==> config.mk <==
export PLATFORM = sky130hd
export DESIGN_NAME = bounce_sprite_gen
export DESIGN_NICKNAME = d
export VERILOG_FILES = /design/src/rtl/bounce_sprite_gen.sv
export SDC_FILE = /design/constraint.sdc
export NUM_CORES = 1
export LEC_CHECK = 0
export ABC_AREA = 1
export CAP_MARGIN = 20
export CORE_MARGIN = 2
export CORE_UTILIZATION = 65
export CTS_CLUSTER_SIZE = 24
export DETAILED_ROUTE_END_ITERATION = 6
export DONT_BUFFER_PORTS = 1
export GPL_TIMING_DRIVEN = 0
export PLACE_DENSITY = 0.93
export SYNTH_ARGS = -nofsm -noshare
export SYNTH_HDL_FRONTEND = slang
export SYNTH_SLANG_ARGS = --single-unit
==> constraint.sdc <==
create_clock -name clk -period 5.9 [get_ports clk]
set_input_delay 1.18 -clock clk [delete_from_list [all_inputs] [get_ports clk]]
set_output_delay 1.18 -clock clk [all_outputs]
set_load 0.02 [all_outputs]
==> src/rtl/bounce_sprite_gen.sv <==
// Raster-scanned pixel source: animated box over a background colour, black in blanking.
// The box steps horizontally once per frame at the raster wrap and bounces off the active edges.
module bounce_sprite_gen #(
  parameter int          H_TOTAL  = 800,
  parameter int          V_TOTAL  = 525,
  parameter int          H_ACTIVE = 640,
  parameter int          V_ACTIVE = 480,
  parameter int          BOX_W    = 80,
  parameter int          BOX_H    = 80,
  parameter int          BOX_Y    = 200,
  parameter int          STEP     = 5,
  parameter logic [11:0] FG       = 12'h00F,
  parameter logic [11:0] BG       = 12'hF00
) (
  input  logic        clk,
  input  logic        rst_n,
  input  logic        pix_en,
  input  logic        pause,
  output logic [9:0]  x,
  output logic [9:0]  y,
  output logic        frame_start,
  output logic [11:0] rgb
);

  localparam logic [10:0] L_H_ACT  = 11'(H_ACTIVE);
  localparam logic [10:0] L_V_ACT  = 11'(V_ACTIVE);
  localparam logic [10:0] L_BOX_W  = 11'(BOX_W);
  localparam logic [10:0] L_BOX_Y0 = 11'(BOX_Y);
  localparam logic [10:0] L_BOX_Y1 = 11'(BOX_Y + BOX_H);
  localparam logic [10:0] L_STEP   = 11'(STEP);
  localparam logic [10:0] L_POSMAX = 11'(H_ACTIVE - BOX_W);

  typedef enum logic {DIR_RIGHT = 1'b0, DIR_LEFT = 1'b1} dir_t;

  logic [9:0]  r_x, r_y, r_pos;
  logic        r_fs;
  logic [11:0] r_rgb;
  dir_t        r_dir;

  logic        w_x_last, w_y_last;
  logic [10:0] w_x11, w_y11, w_pos11, w_pos_sum;
  logic        w_active, w_hit;
  logic [11:0] w_colour;
  dir_t        w_dir_nxt;
  logic [9:0]  w_pos_nxt;

  assign w_x_last = (r_x == 10'(H_TOTAL - 1));
  assign w_y_last = (r_y == 10'(V_TOTAL - 1));

  // Pixel colour for the current raster position; all compares widened to 11 bits
  assign w_x11     = {1'b0, r_x};
  assign w_y11     = {1'b0, r_y};
  assign w_pos11   = {1'b0, r_pos};
  assign w_pos_sum = w_pos11 + L_STEP;
  assign w_active  = (w_x11 < L_H_ACT) && (w_y11 < L_V_ACT);
  assign w_hit     = (w_x11 >= w_pos11) && (w_x11 < w_pos11 + L_BOX_W) &&
                     (w_y11 >= L_BOX_Y0) && (w_y11 < L_BOX_Y1);
  assign w_colour  = !w_active ? 12'h000 : (w_hit ? FG : BG);

  always_ff @(posedge clk or negedge rst_n) begin
    if (!rst_n) begin
      r_x   <= '0;
      r_y   <= '0;
      r_fs  <= 1'b0;
      r_rgb <= '0;
    end else if (pix_en) begin
      r_rgb <= w_colour;
      r_fs  <= w_x_last && w_y_last;
      if (w_x_last) begin
        r_x <= '0;
        r_y <= w_y_last ? 10'd0 : r_y + 10'd1;
      end else begin
        r_x <= r_x + 10'd1;
      end
    end else begin
      r_fs <= 1'b0;
    end
  end

  // Motion FSM: moves clamp at both edges and reverse direction there
  always_comb begin
    w_dir_nxt = r_dir;
    w_pos_nxt = r_pos;
    if (r_fs && !pause) begin
      case (r_dir)
        DIR_RIGHT: begin
          if (w_pos_sum >= L_POSMAX) begin
            w_pos_nxt = L_POSMAX[9:0];
            w_dir_nxt = DIR_LEFT;
          end else begin
            w_pos_nxt = w_pos_sum[9:0];
          end
        end
        DIR_LEFT: begin
          if (w_pos11 <= L_STEP) begin
            w_pos_nxt = '0;
            w_dir_nxt = DIR_RIGHT;
          end else begin
            w_pos_nxt = r_pos - L_STEP[9:0];
          end
        end
        default: begin
          w_pos_nxt = '0;
          w_dir_nxt = DIR_RIGHT;
        end
      endcase
    end
  end

  always_ff @(posedge clk or negedge rst_n) begin
    if (!rst_n) begin
      r_pos <= '0;
      r_dir <= DIR_RIGHT;
    end else begin
      r_pos <= w_pos_nxt;
      r_dir <= w_dir_nxt;
    end
  end

  assign x           = r_x;
  assign y           = r_y;
  assign frame_start = r_fs;
  assign rgb         = r_rgb;

endmodule

* Word-level counts from Yosys, hierarchy flattened
Index checks and enable logic that the tools add are counted.
Word-level totals: bits of input ports 4, memories 0, bits in writable memories 0, output and inout bits 33, memory bits (read-only) 0, bits in latches 0, register bits after elaboration 44
Operators by class: shift-type cells 0, reduce and logical (&&, ||, !) cells 8, bitwise operators 1, divide/modulo/power cells 0, equality and inequality tests 2, add/subtract/negate cells 5, order comparisons 8, multiply operators 0, mux-type cells 11
Operator list (number):
- $mux W10 | 4
- $mux W12 | 2
- $add A10 B1 Y10 const B | 2
- $eq A10 B10 Y1 const B | 2
- $lt A10 B9 Y1 const B | 2
- $pmux W10 S2 | 1
- $add A10 B3 Y11 const B | 1
- $add A10 B7 Y11 const B | 1
- $ge A11 B10 Y1 const B | 1
- $lt A10 B11 Y1 | 1
- $ge A10 B10 Y1 | 1
- $ge A10 B8 Y1 const B | 1
- $le A10 B3 Y1 const B | 1
- $lt A10 B10 Y1 const B | 1
- $sub A10 B3 Y10 const B | 1
- $logic_and A1 B1 Y1 | 6
- $mux W1 | 3
- $pmux W1 S2 | 1
- $reduce_and A2 Y1 | 1
- $logic_not A1 Y1 | 1
- $not A1 Y1 | 1

* Longest topological paths before layout
Gate-level depths: netlist of run 1.
depth after elaboration 7, mapped depth 15, mapped depth without buffers 15

* Least setup slack after synthesis of run 1
No wires, ideal clock.
path kind input-to-reg, start point input port pix_en, end point register r_x[9] (netlist: x[9]), data required time 5.783 ns, buffers on the path 0, library setup time 0.117 ns, stages on the path 9, arrival time 1.966 ns, setup slack 3.817 ns, cell sequence inv_2 nor3_4 nand2_2 inv_2 nand3_2 nor3_2 nand2_1 nor2_1 nor2_1
RTL lines:
- from (decl) | line 17 | input logic pix_en,
- to (signal assigned) | line 73 | r_x <= r_x + 10'd1;
- to (decl) | line 35 | logic [9:0] r_x, r_y, r_pos;

* Worst setup path in the final report of run 1
start point register r_pos[4], end point register r_rgb[3] (netlist: rgb[3])
On the way: word-level cells in the longest chain between the ends 7
RTL lines:
- from (decl) | line 35
- from (signal assigned) | line 115 | r_pos <= w_pos_nxt;
- $add A10 B7 Y11 | line 56 | assign w_hit = (w_x11 >= w_pos11) && (w_x11 < w_pos11 + L_BOX_W) &&
- $lt A10 B11 Y1 | line 56
- $logic_and A1 B1 Y1 (*) (2 in a row) | line 56
- $logic_and A1 B1 Y1 (*) | line 57 | (w_y11 >= L_BOX_Y0) && (w_y11 < L_BOX_Y1);
- $mux W12 (*) (2 in a row) | line 58 | assign w_colour = !w_active ? 12'h000 : (w_hit ? FG : BG);
- to (signal assigned) | line 67 | r_rgb <= w_colour;
- to (decl) | line 37 | logic [11:0] r_rgb;
Every way passes the cells marked *; elsewhere a longest branch is shown, timed or not. A chain may end at the register's enable or synchronous reset.

==> key figures, run 1 <==
Worst setup path
  – CP Launch Type: register
  – Critical path's slowest cell: dfrtp_1
  – Slowest stage delay, CP: 520 ps
  – Critical Path AT: 2550 ps
  – Crit path max fanout: 8
  – Buffers & Inverters on Critical Path: 1
  – Critical setup path kind: register to register
  – CP Capture Type: register
  – Cell mode on critical path: nand2_1
  – CP top delay family: compound AO/OA/AOI/OAI gates
  – CP Cell Sequence: inv_1 > o21ai_0 > nand2_1 > xor2_1 > ha_1 > nand2_1 > o21ai_0 > nor2_1 > nand2_1 > nor2_1 > nand2_1 > nand2_1
  – Data required time of the critical path: 6090 ps

Die
  – I/O pin count: 37
  – Die Y: 70.2 um
  – Die width: 70.2 um
  – Row count: 24
  – Area of the core: 4290 um2
  – Starting Density: 0.663
  – Die area: 4920 um2

Placed design
  – Port Buffers: 0
  – DP Wirelength: 4920 um
  – GPL Wtd Cong: 0.894

Cells and area
  – Most frequent cells in the layout: nand2_1 (95), nor2_1 (64), inv_1 (47)
  – Layout cells sized above 1: 0.0950
  – Area delta synth->final: 6.02%
  – Final net count: 449
  – Commonest non-fill, non-tap cell in the layout: nand2_1
  – ANT cells: 0

Global routing
  – Largest net degree at the start of global routing: 35
  – Initial antenna violation count: 0
  – Vias in the first global route: 2600
  – First-pass GRT wire length: 11200 um
  – GRT overflow: 0
  – Total GRT Usage: 0.281

Clock tree
  – TritonCTS clock tree: done
  – Number of clock sinks: 34
  – Clock buffer depth: 2
  – Cts bufs inserted: 5
  – # hold bufs at CTS: 0
  – Setup bufs post-CTS: 0
  – Post-CTS sizing: 0
  – H-tree depth: 2
  – CTS root buf: clkbuf_8
  – Clock Latency Late Sink: 290 ps
  – Clock transition at path regs: 80 ps

Detailed routing
  – Vias: 2685
  – Post-route DRC: 0
  – Initial DRC count: 214
  – Via density per instance: 5.68
  – Avg WL per Cell: 13.6 um
  – DR pass1 iterations: 5
  – Final wirelength: 6440 um
  – ANT nets after route: 0

Logic synthesis
  – Synth top area share: 0.299
  – Dominant cells by area after synthesis: dfrtp_1 (30%), nand2_1 (13%), ha_1 (11%), nor2_1 (8.4%), inv_1 (6.2%)
  – FF+latch count, synth: 34
  – Mapped Cells: 410
  – Ys flop type: dfrtp_1
  – Fraction of registers with async set/reset: 1.00
  – Post-Syn Area: 2850 um2
  – Sequential fraction of the synthesis area: 0.299
  – Synth area leader: dfrtp_1
  – Netlist cell types: 35
  – Post-synth EDFFs: 0
  – Avg Synthesized Cell Area: 6.94 um2
  – Synth warn: 0

Timing
  – Setup_tns: 0 ps
  – RSZ-0062 raised after global routing: no
  – Clock Skews: 10.8 ps
  – Final worst-path cycle share: 0.401
  – Hold WS: 574 ps
  – Clock period minus worst slack: 2370 ps
  – Fmax: 0.423 GHz
  – Fin. max-slew vios: 0
  – Hold Vio Cnt, Final: 0
  – Final setup vio count: 0

Power and ir drop
  – Peak VDD IR: 0.222 mV
  – Pwr dens: 283 nW/um2
  – Leak: 1.60 nW

Outcome
  – Status: completed

Hold path
  – Hold crit path type: primary input to asynchronous set/reset pin

Job
  – Maxcap violations: 0
-- flip-flops by register name (all words and copies together) (netlist names) --
name         cells
r_pos           10
r_dir            1
y               10
frame_start      1
x               10
rgb              2
-- final timing paths --
path                          start  cells past startpoint  endpoint  slack (ps)
min in group clk           r_pos[1]                      2  r_pos[1]         610
setup / recovery           r_pos[4]                     12    rgb[3]        3530
hold / removal                rst_n                      0      x[7]         570
hold reg to reg            r_pos[1]                      2  r_pos[1]         610
max in group asynchronous     rst_n                      0  r_pos[2]        5230
setup reg to reg           r_pos[4]                     12    rgb[3]        3530
-- synthesized netlist by cell type (all sizes together), types with 2 or more instances --
cell / count
nand2: 100
xor2: 16
nand4: 11
nor3: 8
buf: 13
dfrtp: 34
a21oi: 21
clkbuf: 3
nand3: 21
nand3b: 3
o21a: 2
inv: 51
o21ai: 26
ha: 25
nor2: 66
-- cell families after synthesis --
kind of cell,Yosys count,share of synthesized area
XOR/XNOR,17,0.0523
adder cells (fa/ha/maj),25,0.110
buffers and inverters,67,0.105
AO/OA/AOI/OAI,54,0.101
flip-flops,34,0.299
other,1,0.00132
AND/OR/NAND/NOR,212,0.332
-- through the flow --
stage               cell area [um2]  setup slack (ps)  cells   util  total power [mW]
floorplan                      2860              3820    413      -             0.604
global placement               2920              3580    465  0.680             0.651
detailed placement             2920              3580    465  0.680             0.666
CTS                            3020              3590    473  0.703             0.852
global route                   3020              3330    473  0.703             0.910
finish                         3020              3530    473  0.703             0.853
-- power by group --
group / switching [mW] / total [mW] / internal [mW]
sequential: 0.113 / 0.380 / 0.268
combinational: 0.176 / 0.290 / 0.114
clock: 0.0891 / 0.183 / 0.0938
-- area by class of cell --
cell class	count	area (um2)
tap	52	65.1
inverter	51	191
clock buffer	6	82.6
multi-input combinational	312	1710
sequential	34	851
fill	337	1280
clock inverter	2	12.5
buffer	16	106
-- worst register-to-register path, delay by kind of cell, from the launching register on --
family	cells	cell delay, ps
buffers and inverters	1	170
xor gates and xnor gates	1	160
DFF	1	520
adders and majority gates	1	320
and+or+nand+nor	7	510
AOI/OAI and AO/OA	2	600
-- per-layer routing --
metal / part of all wire / vias up / GRT usage / wire (um)
met4: 0.022 / 0 / 0.111 / 142
met3: 0.071 / 18 / 0.0794 / 459
met1: 0.44 / 1232 / 0.352 / 2840
met5: 0 / - / 0 / 0
li1: - / 1326 / - / -
met2: 0.46 / 109 / 0.458 / 3000
(Power assumes the default switching activity.)
==> run 2: changes to the inputs <==
--- a/config.mk
+++ b/config.mk
@@ -8,12 +8,12 @@
 export ABC_AREA = 1
 export CAP_MARGIN = 20
 export CORE_MARGIN = 2
-export CORE_UTILIZATION = 65
+export CORE_UTILIZATION = 58
 export CTS_CLUSTER_SIZE = 24
 export DETAILED_ROUTE_END_ITERATION = 6
 export DONT_BUFFER_PORTS = 1
 export GPL_TIMING_DRIVEN = 0
-export PLACE_DENSITY = 0.93
+export PLACE_DENSITY = 0.88
 export SYNTH_ARGS = -nofsm -noshare
 export SYNTH_HDL_FRONTEND = slang
 export SYNTH_SLANG_ARGS = --single-unit
==> constraint.sdc (replaced) <==
create_clock -name clk -period 1.94 [get_ports clk]
set_input_delay 0.388 -clock clk [delete_from_list [all_inputs] [get_ports clk]]
set_output_delay 0.388 -clock clk [all_outputs]
set_load 0.02 [all_outputs]
==> key figures, run 2 (synthesis gave the netlist of run 1 again) <==
Outcome
  – Status: complete, but fails checks
  – Failing checks: negative setup slack

Hold path
  – Hold depth: 1
  – Hold crit path type: primary input to register

Timing
  – RSZ-0062 raised after global routing: yes
  – Setup_tns: -78.7 ps (-78.7 ps)
  – Clock period minus worst slack: 1990 ps (-371 ps)
  – Relative slew slack: 0.640
  – Clock Skews: 13.4 ps (+2.62 ps)
  – Worst slew pin tran: 539 ps
  – Fmax: 0.501 GHz (+19%)
  – Hold Vio Cnt, Final: 0 (unchanged)
  – Fin. max-slew vios: 0 (unchanged)
  – Final setup vio count: 2 (+2)
  – Final worst-path cycle share: 1.03 (+0.627)
  – Fin worst setup slack: -54.1 ps (-3590 ps)

Worst setup path
  – Crit path max fanout: 3 (-5)
  – R2R depth: 14 (+2)
  – Data required time of the critical path: 2130 ps (-3960 ps)
  – Critical Path AT: 2180 ps (-370 ps)
  – Crit path to: rgb[10]
  – CP Capture Type: register
  – Critical setup path kind: register to register
  – R2r setup slk: -50 ps (-3590 ps)
  – Reg2reg start: r_pos[4]
  – Worst Setup SP: r_pos[4]
  – CP Launch Type: register
  – Reg2reg end: rgb[10]

Global routing
  – GRT overflow: 0 (unchanged)
  – Vias in the first global route: 2561 (-1.5%)
  – First-pass GRT wire length: 11600 um (+3.6%)
  – Initial antenna violation count: 0 (unchanged)
  – Met1 usage: 0.357 (+0.00562)
  – GRT Max-Usage Layer: met2
  – Largest net degree at the start of global routing: 35 (unchanged)
  – Total GRT Usage: 0.270 (-0.0112)
  – Routing usage on met2: 0.438 (-0.0207)
  – Met3 usage: 0.0542 (-0.0252)

Cells and area
  – Layout cells sized above 1: 0.187 (+0.0921)
  – Area delta synth->final: 15.5%
  – Post-Layout Cell Count: 500 (+5.7%)
  – Final net count: 461 (+2.7%)
  – Register area: 858 um2 (+0.88%)
  – Most frequent cells in the layout: nand2_1 (93), nor2_1 (59), inv_1 (41)
  – ANT cells: 0 (unchanged)
  – Multi-input gate area: 1820 um2 (+6.6%)
  – Commonest non-fill, non-tap cell in the layout: nand2_1
  – Fillers: 379 (+12%)

Die
  – Die Y: 74.0 um (+5.5%)
  – Die width: 74.0 um (+5.5%)
  – Row count: 25 (+4.2%)
  – I/O pin count: 37 (unchanged)
  – Area of the core: 4720 um2 (+10%)
  – Die area: 5480 um2 (+11%)
  – Starting Density: 0.602 (-0.0602)

Clock tree
  – Clock buffer depth: 2 (unchanged)
  – CTS root buf: clkbuf_8
  – Clock transition at path regs: 80 ps (about the same)
  – TritonCTS clock tree: done
  – Clock Latency Late Sink: 300 ps (about the same)
  – Cts bufs inserted: 5 (unchanged)
  – Number of clock sinks: 34 (unchanged)
  – H-tree depth: 2 (unchanged)

Detailed routing
  – Post-route DRC: 0 (unchanged)
  – Initial DRC count: 305 (+43%)
  – DR pass1 iterations: 5 (unchanged)
  – Final wirelength: 7490 um (+16%)
  – Avg WL per Cell: 15.0 um (+10%)
  – ANT nets after route: 0 (unchanged)
  – Vias: 2812 (+4.7%)
  – Via density per instance: 5.62 (-0.93%)

Placed design
  – GPL Wtd Cong: 0.919 (+2.8%)
  – DP Wirelength: 5030 um (+2.4%)
  – Setup slack at placement: -359 ps (-3940 ps)
  – Placed Cells incl. Taps: 480 (+3.2%)
  – Port Buffers: 0 (unchanged)

Job
  – Maxcap violations: 0 (unchanged)

Power and ir drop
  – Flop pwr share: 0.411 (-0.035)
  – Clock network power share: 0.235 (+0.021)
  – Leak: 1.66 nW (+3.4%)
  – Peak VDD IR: 0.596 mV (+170%)
  – P_sw: 1.27 mW (+240%)
  – P_int: 1.59 mW (+230%)
  – Switching part of the total: 0.444 (+0.00143)
  – Logic pwr share: 0.354 (+0.014)
  – Pwr dens: 871 nW/um2 (+210%)
-- run 2: timing repair --
action / 4_1_cts / 5_1_grt
hold buffers: 2 / 0
buffers inserted: 3 / 8
pin swaps: 2 / 11
gates resized for setup: 16 / 24
endpoints found under the setup margin: 12 / 18
hold endpoints to repair: 34 / 0
-- run 2: worst max-delay path, stage by stage (launching register included) --
cell and delay (ps):
dfrtp_2 440, ha_2 200, inv_2 80, nand2_1 60, nand2_1 120, ha_4 210, nand2_1 60, inv_1 60
nor2_1 120, o21a_1 140, nor2_1 40, nor2_1 100, nand2_1 70, o21ai_1 130, nand2_1 60
-- run 2: layer usage --
layer / wire length (um) / share of wire
met4: 142 / 0.019
met2: 3700 / 0.49
met3: 497 / 0.066
met5: 0 / 0
met1: 3150 / 0.42
-- run 2: per-stage QoR --
| stage | cell area (um2) | power (mW) | util | hold WS [ps] |
|---|---|---|---|---|
| floorplan | 2860 | 1.84 | - | 92.4 |
| global placement | 2940 | 1.99 | 0.623 | 93.1 |
| detailed placement | 2940 | 2.04 | 0.623 | 93.0 |
| CTS | 3140 | 2.76 | 0.664 | 182 |
| global route | 3290 | 3.04 | 0.696 | 186 |
| finish | 3290 | 2.86 | 0.696 | 180 |
-- run 2: cell type report --
cell class | count | area share
clock inverters | 3 | 0.0137
repair buffers | 13 | 0.0343
clock buffers | 5 | 0.0209
flip-flops and latches | 34 | 0.261
multi-input cells | 312 | 0.554
inverters | 51 | 0.0594
well taps | 67 | 0.0255
plain buffers | 15 | 0.0312
-- run 2: worst min-delay path by stage --
stage	start	end	slack, ps
after floorplan	rst_n	frame_start	90
after CTS	pix_en	x[0]	180
after global routing	pix_en	x[0]	190
after detailed placement	rst_n	y[7]	90
after global placement	rst_n	y[7]	90
final	pix_en	x[0]	180
-- run 2: power by group through the flow --
stage                     sequential, mW  combinational [mW]  clock (mW)
after detailed placement            1.17               0.873           0
after global placement              1.17               0.825           0
after CTS                           1.16               0.922       0.680
final                               1.18                1.01       0.673
after global routing                1.20                1.13       0.714
after floorplan                     1.10               0.732           0
==> run 3: changes to the inputs <==
--- a/config.mk
+++ b/config.mk
@@ -13,6 +13,7 @@
 export DETAILED_ROUTE_END_ITERATION = 6
 export DONT_BUFFER_PORTS = 1
 export GPL_TIMING_DRIVEN = 0
+export HOLD_SLACK_MARGIN = 0.1
 export PLACE_DENSITY = 0.88
 export SYNTH_ARGS = -nofsm -noshare
 export SYNTH_HDL_FRONTEND = slang
==> results of run 3 <==
The final DEF is identical to that of run 2; final timing and power are the same.
